--- config.mk ---
export PLATFORM = sky130hd
export DESIGN_NAME = fp_mul_pipe
export DESIGN_NICKNAME = d
export VERILOG_FILES = /design/src/rtl/fpu_pkg.sv /design/src/rtl/fp_round.sv /design/src/rtl/fp_mul_pipe.sv
export SDC_FILE = /design/constraint.sdc
export NUM_CORES = 2
export LEC_CHECK = 0
export CAP_MARGIN = 5
export CORE_UTILIZATION = 55
export CTS_CLUSTER_DIAMETER = 120
export CTS_CLUSTER_SIZE = 12
export DETAILED_ROUTE_END_ITERATION = 12
export GPL_TIMING_DRIVEN = 0
export HOLD_SLACK_MARGIN = 0.12
export MAX_ROUTING_LAYER = met4
export PLACE_DENSITY = 0.82
export SLEW_MARGIN = 25
export SYNTH_ARGS = -nofsm -noshare
export SYNTH_HDL_FRONTEND = slang
export SYNTH_SLANG_ARGS = --single-unit
--- constraint.sdc ---
create_clock -name clk -period 17.75 [get_ports clk]
set_clock_uncertainty 0.1 [all_clocks]
set_input_delay 1.775 -clock clk [delete_from_list [all_inputs] [get_ports clk]]
set_output_delay 1.775 -clock clk [all_outputs]
set_load 0.05 [all_outputs]
--- src/rtl/fpu_pkg.sv ---
// Shared FPU definitions: rounding modes, flag bit positions, operand classes
// and the canonical quiet NaN.
package fpu_pkg;

  localparam logic [1:0] RM_RNE = 2'b00;
  localparam logic [1:0] RM_RTZ = 2'b01;
  localparam logic [1:0] RM_RUP = 2'b10;
  localparam logic [1:0] RM_RDN = 2'b11;

  localparam int unsigned FLAG_W         = 5;
  localparam int unsigned FLAG_INVALID   = 4;
  localparam int unsigned FLAG_OVERFLOW  = 3;
  localparam int unsigned FLAG_UNDERFLOW = 2;
  localparam int unsigned FLAG_INEXACT   = 1;
  localparam int unsigned FLAG_ZERO      = 0;

  typedef enum logic [1:0] {
    CLS_ZERO,
    CLS_NORM,
    CLS_INF,
    CLS_NAN
  } fpClass_e;

  // Canonical qNaN {0, exp all ones, frac MSB set}, right-aligned in 128 bits.
  function automatic logic [127:0] canonQnan(input int unsigned expW, input int unsigned manW);
    logic [127:0] ones;
    ones = (128'(1) << expW) - 128'(1);
    return (ones << manW) | (128'(1) << (manW - 1));
  endfunction

endpackage

--- src/rtl/fp_round.sv ---
// Combinational mantissa rounder shared by the FPU lanes: applies the rounding
// increment to {1,frac} and reports carry-out and inexact.
module fp_round
  import fpu_pkg::*;
#(
  parameter int unsigned MAN_W = 23
) (
  input  logic [MAN_W-1:0] frac,
  input  logic             guard,
  input  logic             sticky,
  input  logic             sign,
  input  logic [1:0]       mode,
  output logic [MAN_W-1:0] roundFrac,
  output logic             carry,
  output logic             inexact
);

  localparam int unsigned SW = MAN_W + 2;

  logic          inc;
  logic [SW-1:0] mSum;

  always_comb begin
    inc = 1'b0;
    case (mode)
      RM_RNE:  inc = guard & (sticky | frac[0]);
      RM_RTZ:  inc = 1'b0;
      RM_RUP:  inc = (guard | sticky) & ~sign;
      default: inc = (guard | sticky) & sign;
    endcase
  end

  assign mSum      = {2'b01, frac} + SW'(inc);
  assign carry     = mSum[SW-1];
  assign roundFrac = carry ? mSum[MAN_W:1] : mSum[MAN_W-1:0];
  assign inexact   = guard | sticky;

endmodule

--- src/rtl/fp_mul_pipe.sv ---
// Pipelined IEEE-754 multiplier lane with valid/ready on both sides, four
// rounding modes, flush-to-zero and exception flags.
module fp_mul_pipe
  import fpu_pkg::*;
#(
  parameter int unsigned EXP_W = 8,
  parameter int unsigned MAN_W = 23
) (
  input  logic                         clk,
  input  logic                         rst_n,
  input  logic                         in_valid,
  output logic                         in_ready,
  input  logic [1+EXP_W+MAN_W-1:0]     a,
  input  logic [1+EXP_W+MAN_W-1:0]     b,
  input  logic [1:0]                   round_mode,
  output logic                         out_valid,
  input  logic                         out_ready,
  output logic [1+EXP_W+MAN_W-1:0]     result,
  output logic [4:0]                   flags
);

  localparam int unsigned W    = 1 + EXP_W + MAN_W;
  localparam int unsigned EW   = EXP_W + 2;
  localparam int unsigned PW   = 2 * (MAN_W + 1);
  localparam int unsigned BIAS = 2 ** (EXP_W - 1) - 1;

  localparam logic [W-1:0]          QNAN        = W'(canonQnan(EXP_W, MAN_W));
  localparam logic [EXP_W-1:0]      EXP_ONES    = '1;
  localparam logic [EXP_W-1:0]      EXP_MAXFIN  = EXP_W'(2 ** EXP_W - 2);
  localparam logic signed [EW-1:0]  BIAS_S      = EW'(BIAS);
  localparam logic signed [EW-1:0]  EXP_OVF     = EW'(2 ** EXP_W - 1);
  localparam logic signed [EW-1:0]  EXP_ZERO    = '0;

  logic advance;
  assign advance  = !out_valid || out_ready;
  assign in_ready = advance;

  function automatic fpClass_e classify(input logic [EXP_W-1:0] e, input logic [MAN_W-1:0] f);
    if (e == '0) return CLS_ZERO;
    if (e == EXP_ONES) return (f == '0) ? CLS_INF : CLS_NAN;
    return CLS_NORM;
  endfunction

  // Operand capture: keeps the mantissa multiplier off the input pins.
  logic           s0Valid;
  logic [W-1:0]   s0A, s0B;
  logic [1:0]     s0Mode;

  always_ff @(posedge clk or negedge rst_n) begin
    if (!rst_n) begin
      s0Valid <= 1'b0;
      s0A     <= '0;
      s0B     <= '0;
      s0Mode  <= '0;
    end else if (advance) begin
      s0Valid <= in_valid;
      if (in_valid) begin
        s0A    <= a;
        s0B    <= b;
        s0Mode <= round_mode;
      end
    end
  end

  // S1: unpack, classify, exponent sum, mantissa product, special-case result.
  logic [EXP_W-1:0]   ea, eb;
  logic [MAN_W-1:0]   fa, fb;
  fpClass_e           clsA, clsB;
  logic               signN;
  logic signed [EW-1:0] expSumN;
  logic [PW-1:0]      prodN;
  logic               specN;
  logic [W-1:0]       specResN;
  logic [FLAG_W-1:0]  specFlagsN;

  assign ea      = s0A[W-2 -: EXP_W];
  assign eb      = s0B[W-2 -: EXP_W];
  assign fa      = s0A[MAN_W-1:0];
  assign fb      = s0B[MAN_W-1:0];
  assign clsA    = classify(ea, fa);
  assign clsB    = classify(eb, fb);
  assign signN   = s0A[W-1] ^ s0B[W-1];
  assign expSumN = $signed(EW'(ea)) + $signed(EW'(eb)) - BIAS_S;
  assign prodN   = PW'({1'b1, fa}) * PW'({1'b1, fb});

  always_comb begin
    specN      = 1'b0;
    specResN   = '0;
    specFlagsN = '0;
    if (clsA == CLS_NAN || clsB == CLS_NAN) begin
      specN                    = 1'b1;
      specResN                 = QNAN;
      specFlagsN[FLAG_INVALID] = 1'b1;
    end else if ((clsA == CLS_INF && clsB == CLS_ZERO) || (clsA == CLS_ZERO && clsB == CLS_INF)) begin
      specN                    = 1'b1;
      specResN                 = QNAN;
      specFlagsN[FLAG_INVALID] = 1'b1;
    end else if (clsA == CLS_INF || clsB == CLS_INF) begin
      specN    = 1'b1;
      specResN = {signN, EXP_ONES, {MAN_W{1'b0}}};
    end else if (clsA == CLS_ZERO || clsB == CLS_ZERO) begin
      specN                 = 1'b1;
      specResN              = {signN, {(W-1){1'b0}}};
      specFlagsN[FLAG_ZERO] = 1'b1;
    end
  end

  logic                 s1Valid, s1Sign, s1Spec;
  logic signed [EW-1:0] s1Exp;
  logic [PW-1:0]        s1Prod;
  logic [1:0]           s1Mode;
  logic [W-1:0]         s1SpecRes;
  logic [FLAG_W-1:0]    s1SpecFlags;

  always_ff @(posedge clk or negedge rst_n) begin
    if (!rst_n) begin
      s1Valid     <= 1'b0;
      s1Sign      <= 1'b0;
      s1Spec      <= 1'b0;
      s1Exp       <= '0;
      s1Prod      <= '0;
      s1Mode      <= '0;
      s1SpecRes   <= '0;
      s1SpecFlags <= '0;
    end else if (advance) begin
      s1Valid <= s0Valid;
      if (s0Valid) begin
        s1Sign      <= signN;
        s1Spec      <= specN;
        s1Exp       <= expSumN;
        s1Prod      <= prodN;
        s1Mode      <= s0Mode;
        s1SpecRes   <= specResN;
        s1SpecFlags <= specFlagsN;
      end
    end
  end

  // S2: normalise the product to 1.x and split into fraction, guard, sticky.
  logic                 prodMsb;
  logic [PW-2:0]        prodNorm;
  logic signed [EW-1:0] expNormN;

  assign prodMsb  = s1Prod[PW-1];
  assign prodNorm = prodMsb ? s1Prod[PW-2:0] : {s1Prod[PW-3:0], 1'b0};
  assign expNormN = s1Exp + EW'(prodMsb);

  logic                 s2Valid, s2Sign, s2Spec, s2Guard, s2Sticky;
  logic signed [EW-1:0] s2Exp;
  logic [MAN_W-1:0]     s2Frac;
  logic [1:0]           s2Mode;
  logic [W-1:0]         s2SpecRes;
  logic [FLAG_W-1:0]    s2SpecFlags;

  always_ff @(posedge clk or negedge rst_n) begin
    if (!rst_n) begin
      s2Valid     <= 1'b0;
      s2Sign      <= 1'b0;
      s2Spec      <= 1'b0;
      s2Guard     <= 1'b0;
      s2Sticky    <= 1'b0;
      s2Exp       <= '0;
      s2Frac      <= '0;
      s2Mode      <= '0;
      s2SpecRes   <= '0;
      s2SpecFlags <= '0;
    end else if (advance) begin
      s2Valid <= s1Valid;
      if (s1Valid) begin
        s2Sign      <= s1Sign;
        s2Spec      <= s1Spec;
        s2Guard     <= prodNorm[MAN_W];
        s2Sticky    <= |prodNorm[MAN_W-1:0];
        s2Exp       <= expNormN;
        s2Frac      <= prodNorm[PW-2 -: MAN_W];
        s2Mode      <= s1Mode;
        s2SpecRes   <= s1SpecRes;
        s2SpecFlags <= s1SpecFlags;
      end
    end
  end

  // S3: round, detect overflow/underflow, pack into the output register.
  logic [MAN_W-1:0]     rndFrac;
  logic                 rndCarry, rndInexact;
  logic signed [EW-1:0] expFinal;
  logic [W-1:0]         resN, infRes, maxRes;
  logic [FLAG_W-1:0]    flagsN;

  fp_round #(.MAN_W(MAN_W)) uRound (
    .frac      (s2Frac),
    .guard     (s2Guard),
    .sticky    (s2Sticky),
    .sign      (s2Sign),
    .mode      (s2Mode),
    .roundFrac (rndFrac),
    .carry     (rndCarry),
    .inexact   (rndInexact)
  );

  assign expFinal = s2Exp + EW'(rndCarry);
  assign infRes   = {s2Sign, EXP_ONES, {MAN_W{1'b0}}};
  assign maxRes   = {s2Sign, EXP_MAXFIN, {MAN_W{1'b1}}};

  always_comb begin
    resN                 = {s2Sign, expFinal[EXP_W-1:0], rndFrac};
    flagsN               = '0;
    flagsN[FLAG_INEXACT] = rndInexact;
    if (s2Spec) begin
      resN   = s2SpecRes;
      flagsN = s2SpecFlags;
    end else if (expFinal >= EXP_OVF) begin
      flagsN[FLAG_OVERFLOW] = 1'b1;
      flagsN[FLAG_INEXACT]  = 1'b1;
      case (s2Mode)
        RM_RNE:  resN = infRes;
        RM_RTZ:  resN = maxRes;
        RM_RUP:  resN = s2Sign ? maxRes : infRes;
        default: resN = s2Sign ? infRes : maxRes;
      endcase
    end else if (expFinal <= EXP_ZERO) begin
      resN                   = {s2Sign, {(W-1){1'b0}}};
      flagsN[FLAG_UNDERFLOW] = 1'b1;
      flagsN[FLAG_INEXACT]   = 1'b1;
      flagsN[FLAG_ZERO]      = 1'b1;
    end
  end

  always_ff @(posedge clk or negedge rst_n) begin
    if (!rst_n) begin
      out_valid <= 1'b0;
      result    <= '0;
      flags     <= '0;
    end else if (advance) begin
      out_valid <= s2Valid;
      if (s2Valid) begin
        result <= resN;
        flags  <= flagsN;
      end
    end
  end

endmodule
# ---- After elaboration in Yosys (flattened, before gate mapping)
# Index checks and enable logic that the tools add are counted.
dict set report totals {
  elab_cells 113
  latch_bits 0
  memories 0
  output_inout_bits 39
  ram_bits 0
  reg_bits 276
  mem_bits_ro 0
}
dict set report classes {
  n_eq_ne 8
  div 0
  order_cmp 2
  multipliers 1
  mux 45
  n_reduce_logical 20
  n_addsub 5
  n_shift 0
  bitwise 7
}
# operator n
set op_table {}
lappend op_table {{$mux 32} 8}
lappend op_table {{$pmux 32 s3} 1}
lappend op_table {{$mul 24x24->48} 1}
lappend op_table {{$mux 47} 1}
lappend op_table {{$logic_not 23->1} 2}
lappend op_table {{$mux 31} 1}
lappend op_table {{$add 24x1->25} 1}
lappend op_table {{$mux 23} 1}
lappend op_table {{$reduce_or 23->1} 1}
lappend op_table {{$mux 1} 22}
lappend op_table {{$add 10x1->10} 2}
lappend op_table {{$eq 8x8->1 const B} 2}
lappend op_table {{$logic_not 8->1} 2}
lappend op_table {{$mux 2} 8}
lappend op_table {{$eq 2x2->1 const B} 5}
lappend op_table {{$ge 10x9->1 const B} 1}
lappend op_table {{$le 10x1->1 const B} 1}
lappend op_table {{$sub 9x7->10 const B} 1}
lappend op_table {{$add 8x8->9} 1}
lappend op_table {{$reduce_and 2->1} 4}
lappend op_table {{$logic_not 2->1} 3}
lappend op_table {{$logic_or 1x1->1} 5}
lappend op_table {{$mux 4} 1}
lappend op_table {{$and 1x1->1} 3}
lappend op_table {{8 further kinds} 10}

# ---- Depth between registers and ports, before layout
dict set report depth {
  ltp_word 11
  ltp_mapped 26
  depth_no_buf 25
}

# ---- By module
# A second synthesis with hierarchy kept.
dict set report hier_totals {
  cells_unflattened 3164
  area_unflattened_um2 29122.9
}
# module seq_area_each_um2 area_per_inst_um2 n_inst cells_each
set by_module_without_submodules {}
lappend by_module_without_submodules {fp_mul_pipe 5405.2 28432.3 1 3057}
lappend by_module_without_submodules {fp_round 0.0 690.7 1 107}

# ---- Least setup slack after synthesis
# No wires, ideal clock.
dict set report synth_timing {
  path_type {reg2reg}
  from {register s0A[22]}
  to {register s1Prod[36]}
  t_required_ps 17560
  setup_time_ps 90
  path_stages_with_launch 25
  t_arrival_ps 6450
  path_slack_ps 11110
  path_cell_list {dfrtp_1 -> clkbuf_1 -> nand2_1 -> fa_1 -> inv_1 -> fa_1 -> inv_1 -> fa_1 -> inv_1 -> fa_1 -> fa_1 -> fa_1 -> inv_1 -> fa_1 -> inv_1 -> ha_1 -> a21oi_1 -> o211ai_1 -> o2111ai_1 -> nor2_1 -> o21a_1 -> o21ai_2 -> a21oi_1 -> or4_1 -> o2111ai_1}
}
dict set report synth_via {
  elab_chain_len 1
}
# element line
set synth_lines {}
lappend synth_lines {{start: declaration} fp_mul_pipe.sv:46} ;# logic [W-1:0] s0A, s0B;
lappend synth_lines {{start signal: assignment} fp_mul_pipe.sv:52} ;# s0A <= '0;
lappend synth_lines {{start signal: assignment} fp_mul_pipe.sv:58} ;# s0A <= a;
lappend synth_lines {{$mul 24x24->48} fp_mul_pipe.sv:84} ;# assign prodN = PW'({1'b1, fa}) * PW'({1'b1, fb});
lappend synth_lines {{end signal: assignment} fp_mul_pipe.sv:131} ;# s1Prod <= prodN;
lappend synth_lines {{end: declaration} fp_mul_pipe.sv:110} ;# logic [PW-1:0] s1Prod;
# Every way passes these cells.
# A chain may end at the register's enable or synchronous reset.

# ---- Worst setup path after layout
dict set report layout_timing {
  from {register s0B[8]}
  to {register s1Prod[44]}
}
dict set report layout_via {
  elab_chain_len 1
}
# element line
set layout_lines {}
lappend layout_lines {{start: declaration} fp_mul_pipe.sv:46}
lappend layout_lines {{start signal: assignment} fp_mul_pipe.sv:53} ;# s0B <= '0;
lappend layout_lines {{start signal: assignment} fp_mul_pipe.sv:59} ;# s0B <= b;
lappend layout_lines {{$mul 24x24->48} fp_mul_pipe.sv:84}
# Every way passes these cells.

==> flow_metrics.tcl <==
set metrics [dict create \
    synth_cells 3062 \
    clock_sinks 216 \
    clock_buffers_created_by_tritoncts 22 \
    mappedNetlistNets 3811 \
    boundaryPins 109 \
    worst_setup_path_end_kind "flop" \
    chipHeight_um 230 \
    hold_violations 0 \
    grt_remaining_overflow 0 \
    areaGrowthSynthToFinish_pct 9.23 \
    post-route-min-period_ns 8.55 \
    via_count 22800 \
    detailedRoute.firstIterationViolations 2137 \
    ys_seq_area_share_pct 18.8 \
    area_of_the_mapped_netlist_sq_um 28700 \
    mostFrequentLayoutCells "571 x sky130_fd_sc_hd__inv_1, 483 x sky130_fd_sc_hd__fa_1, 418 x sky130_fd_sc_hd__nand2_1, 261 x sky130_fd_sc_hd__and2_1, 216 x sky130_fd_sc_hd__dfrtp_1" \
    cap_violations 0 \
    worst_endpoint_required_time_ns 18.03 \
    cts_setup_buffers 0 \
    synth.ff_latch_count 216 \
    placed_area_sq_um 30700 \
    dr.pass1.iters 6 \
    timing.hold.worst.start "flags[1]$_DFFE_PN0P_" \
    final_design_area_no_fill_sq_um 31300 \
    track_usage_pct 35.1 \
    cts.path.max_buffers 3 \
    final_common_cell "sky130_fd_sc_hd__inv_1" \
    min_path_type "flop to flop" \
    final_util_pct 61.0 \
    yosysWarningCount 0 \
    fp.dieArea_sq_um 53100 \
    grt_pass1_wl_um 136000 \
    clock.fmax_mhz 117 \
    r2r_start "s0B[8]$_DFFE_PN0P_" \
    standard_cell_core_area_sq_um 51400 \
    initial_core_util_pct 55.8 \
    synthFlopType "sky130_fd_sc_hd__dfrtp_1" \
    synth_edf_count 0 \
    synth_cell_types 76 \
    clk_transition_reported_paths_ns 0.06 \
    postRouteWirelength_um 88500 \
    drc 0 \
    status "complete, no violations" \
    setup_total_negative_slack_ns 0 \
    max_slew_margin_pct 25.0 \
    ctsResizeCount 0 \
    timing.final.crit_share_pct 48.2 \
    design.final.nets 3945 \
    die-width_um 230 \
    cts.hold.buffers_added 0 \
    gp_routability_congestion 1.05 \
    clk_latency_worst_skew_pair_ns 0.56 \
    htree_num_levels 1 \
    synthesis.area_per_instance_sq_um 9.37 \
    cp_data_arrival_time_ns 8.83 \
    synth-async-reset-ratio_pct 100 \
    drt.antenna.violating_nets 0 \
    drive_gt1_share_pct 4.35 \
    cts_tree "done" \
    worst_setup_path_start_kind "flop" \
    grt_setup_unrepaired "no" \
    viasPerCell 5.86 \
    place_hpwl_um 71200 \
    critical_path_class "flop to flop" \
    worst_pin_slew_ns 1.13 \
    cts.root.buffer_cell "sky130_fd_sc_hd__clkbuf_16" \
    numPortBuffers 108 \
    routedWlPerCell_um 22.8 \
    timing.final.setup_violations 0 \
    number_of_antenna_violations_at_the_first_check_in_global_routing 2 \
    final_max_slew_viol_count 0 \
    hold_slack_ns 0.376 \
    cp-startpoint "s0B[8]$_DFFE_PN0P_" \
    worstPathMaxFanout 10 \
    floorplan.rows 83 \
    grt_pass1_vias 23457 \
    grt_start_max_net_pins 87 \
]
[logic make-up (layout without fill, tap and decap cells)]
group	after synthesis	in the layout	share of synthesized area, %
compound gates	341	341	7.59
mux	101	101	3.85
simple gates	919	919	15.5
buf+inv	729	866	9.60
fa+ha+maj	679	679	42.2
xor+xnor	77	77	2.35
other cells	0	9	0
flops	216	216	18.8
[area by class of cell]
type,count,area (sq um)
Buffer,156,606
Clock inverter,4,81.3
Multi-Input combinational cell,2117,20500
Tap cell,680,851
Fill cell,4267,20100
Clock buffer,23,554
Inverter,573,2150
Timing Repair Buffer,110,1140
Sequential cell,216,5410
Antenna cell,9,22.5
[state kept, by name, summed over array words and instances (netlist names), 2 cells and up]
register and cells:
flags 5, result 32, s0A 32, s0B 32, s0Mode 2, s1Exp 10, s1Mode 2, s1Prod 48
s1SpecRes 3, s2Exp 10, s2Frac 23, s2Mode 2, s2SpecRes 3
[critical path: stages, from the launching register on]
cell                        delay, ns
sky130_fd_sc_hd__dfrtp_1         0.32
sky130_fd_sc_hd__clkbuf_1        0.64
sky130_fd_sc_hd__clkinv_1        0.75
sky130_fd_sc_hd__nor2_1          0.30
sky130_fd_sc_hd__fa_1            0.47
sky130_fd_sc_hd__fa_1            0.52
sky130_fd_sc_hd__inv_1           0.06
sky130_fd_sc_hd__fa_1            0.49
sky130_fd_sc_hd__inv_1           0.06
sky130_fd_sc_hd__fa_1            0.51
sky130_fd_sc_hd__inv_1           0.07
sky130_fd_sc_hd__fa_1            0.54
sky130_fd_sc_hd__inv_1           0.05
sky130_fd_sc_hd__fa_1            0.47
sky130_fd_sc_hd__inv_1           0.05
sky130_fd_sc_hd__fa_1            0.47
sky130_fd_sc_hd__inv_1           0.06
sky130_fd_sc_hd__ha_1            0.36
sky130_fd_sc_hd__and3_1          0.22
sky130_fd_sc_hd__nand2_1         0.06
sky130_fd_sc_hd__a21o_1          0.17
sky130_fd_sc_hd__o21ai_2         0.33
sky130_fd_sc_hd__o21a_1          0.21
sky130_fd_sc_hd__o21ai_2         0.10
sky130_fd_sc_hd__a2111oi_0       0.69
sky130_fd_sc_hd__o21ai_0         0.18
sky130_fd_sc_hd__o311ai_0        0.13
[stage by stage]
stage | setup WS [ns] | cells
after floorplan | 11.11 | 3062
after global placement | 5.70 | 3850
after detailed placement | 9.35 | 3852
after CTS | 9.27 | 3879
after global routing | 8.84 | 3881
final | 9.20 | 3888
[path summary, 6_finish.rpt]
path | endpoint | slack [ns] | cells past startpoint
worst max-delay path | s1Prod[44]$_DFFE_PN0P_ | 9.20 | 26
worst max register to register | s1Prod[44]$_DFFE_PN0P_ | 9.20 | 26
min in group asynchronous | s0A[19]$_DFFE_PN0P_ | 1.11 | 1
max in group asynchronous | s1Prod[47]$_DFFE_PN0P_ | 15.28 | 3
worst min register to register | flags[1]$_DFFE_PN0P_ | 0.38 | 1
worst min-delay path | flags[1]$_DFFE_PN0P_ | 0.38 | 1
[routing by layer]
layer / vias up / routed length (um) / track usage, % / part of all wire [%]
met5: - / 0 / - / 0
met4: 0 / 5830 / 18.3 / 6.6
met3: 374 / 9220 / 7.28 / 10
met2: 1348 / 39600 / 53.0 / 45
met1: 11352 / 33800 / 44.9 / 38
li1: 9726 / - / - / -
[synthesized netlist by cell type (5+ instances only)]
master	count	area, sq um
sky130_fd_sc_hd__o21a_1	5	37.5
sky130_fd_sc_hd__a31oi_1	9	56.3
sky130_fd_sc_hd__and2_1	261	1630
sky130_fd_sc_hd__nand2_1	418	1570
sky130_fd_sc_hd__o211ai_1	7	52.6
sky130_fd_sc_hd__a211oi_1	7	52.6
sky130_fd_sc_hd__mux2_2	76	856
sky130_fd_sc_hd__o21ai_0	93	465
sky130_fd_sc_hd__mux2i_1	25	250
sky130_fd_sc_hd__a22o_1	18	158
sky130_fd_sc_hd__and3_1	13	81.3
sky130_fd_sc_hd__o2111ai_1	5	43.8
sky130_fd_sc_hd__nor2b_1	8	50.1
sky130_fd_sc_hd__buf_2	6	30.0
sky130_fd_sc_hd__a21oi_1	113	566
sky130_fd_sc_hd__nor3_1	16	80.1
sky130_fd_sc_hd__a21o_1	17	128
sky130_fd_sc_hd__a22oi_1	5	37.5
sky130_fd_sc_hd__dfrtp_1	216	5410
sky130_fd_sc_hd__nand2b_1	10	62.6
sky130_fd_sc_hd__clkbuf_1	143	537
sky130_fd_sc_hd__nor2_1	99	372
sky130_fd_sc_hd__fa_1	483	9670
sky130_fd_sc_hd__nand4_1	15	93.8
sky130_fd_sc_hd__and4_1	7	61.3
sky130_fd_sc_hd__inv_1	571	2140
sky130_fd_sc_hd__ha_1	196	2450
sky130_fd_sc_hd__o21ai_1	14	70.1
sky130_fd_sc_hd__xnor2_1	40	350
sky130_fd_sc_hd__xor2_1	37	324
sky130_fd_sc_hd__nor4_1	18	113
sky130_fd_sc_hd__or4_1	5	37.5
sky130_fd_sc_hd__nand3_1	30	150
sky130_fd_sc_hd__o21bai_1	10	75.1
Power is left out: the tool's default activity adds up to more than one toggle a clock period on the data nets, which glitch-free logic cannot reach.
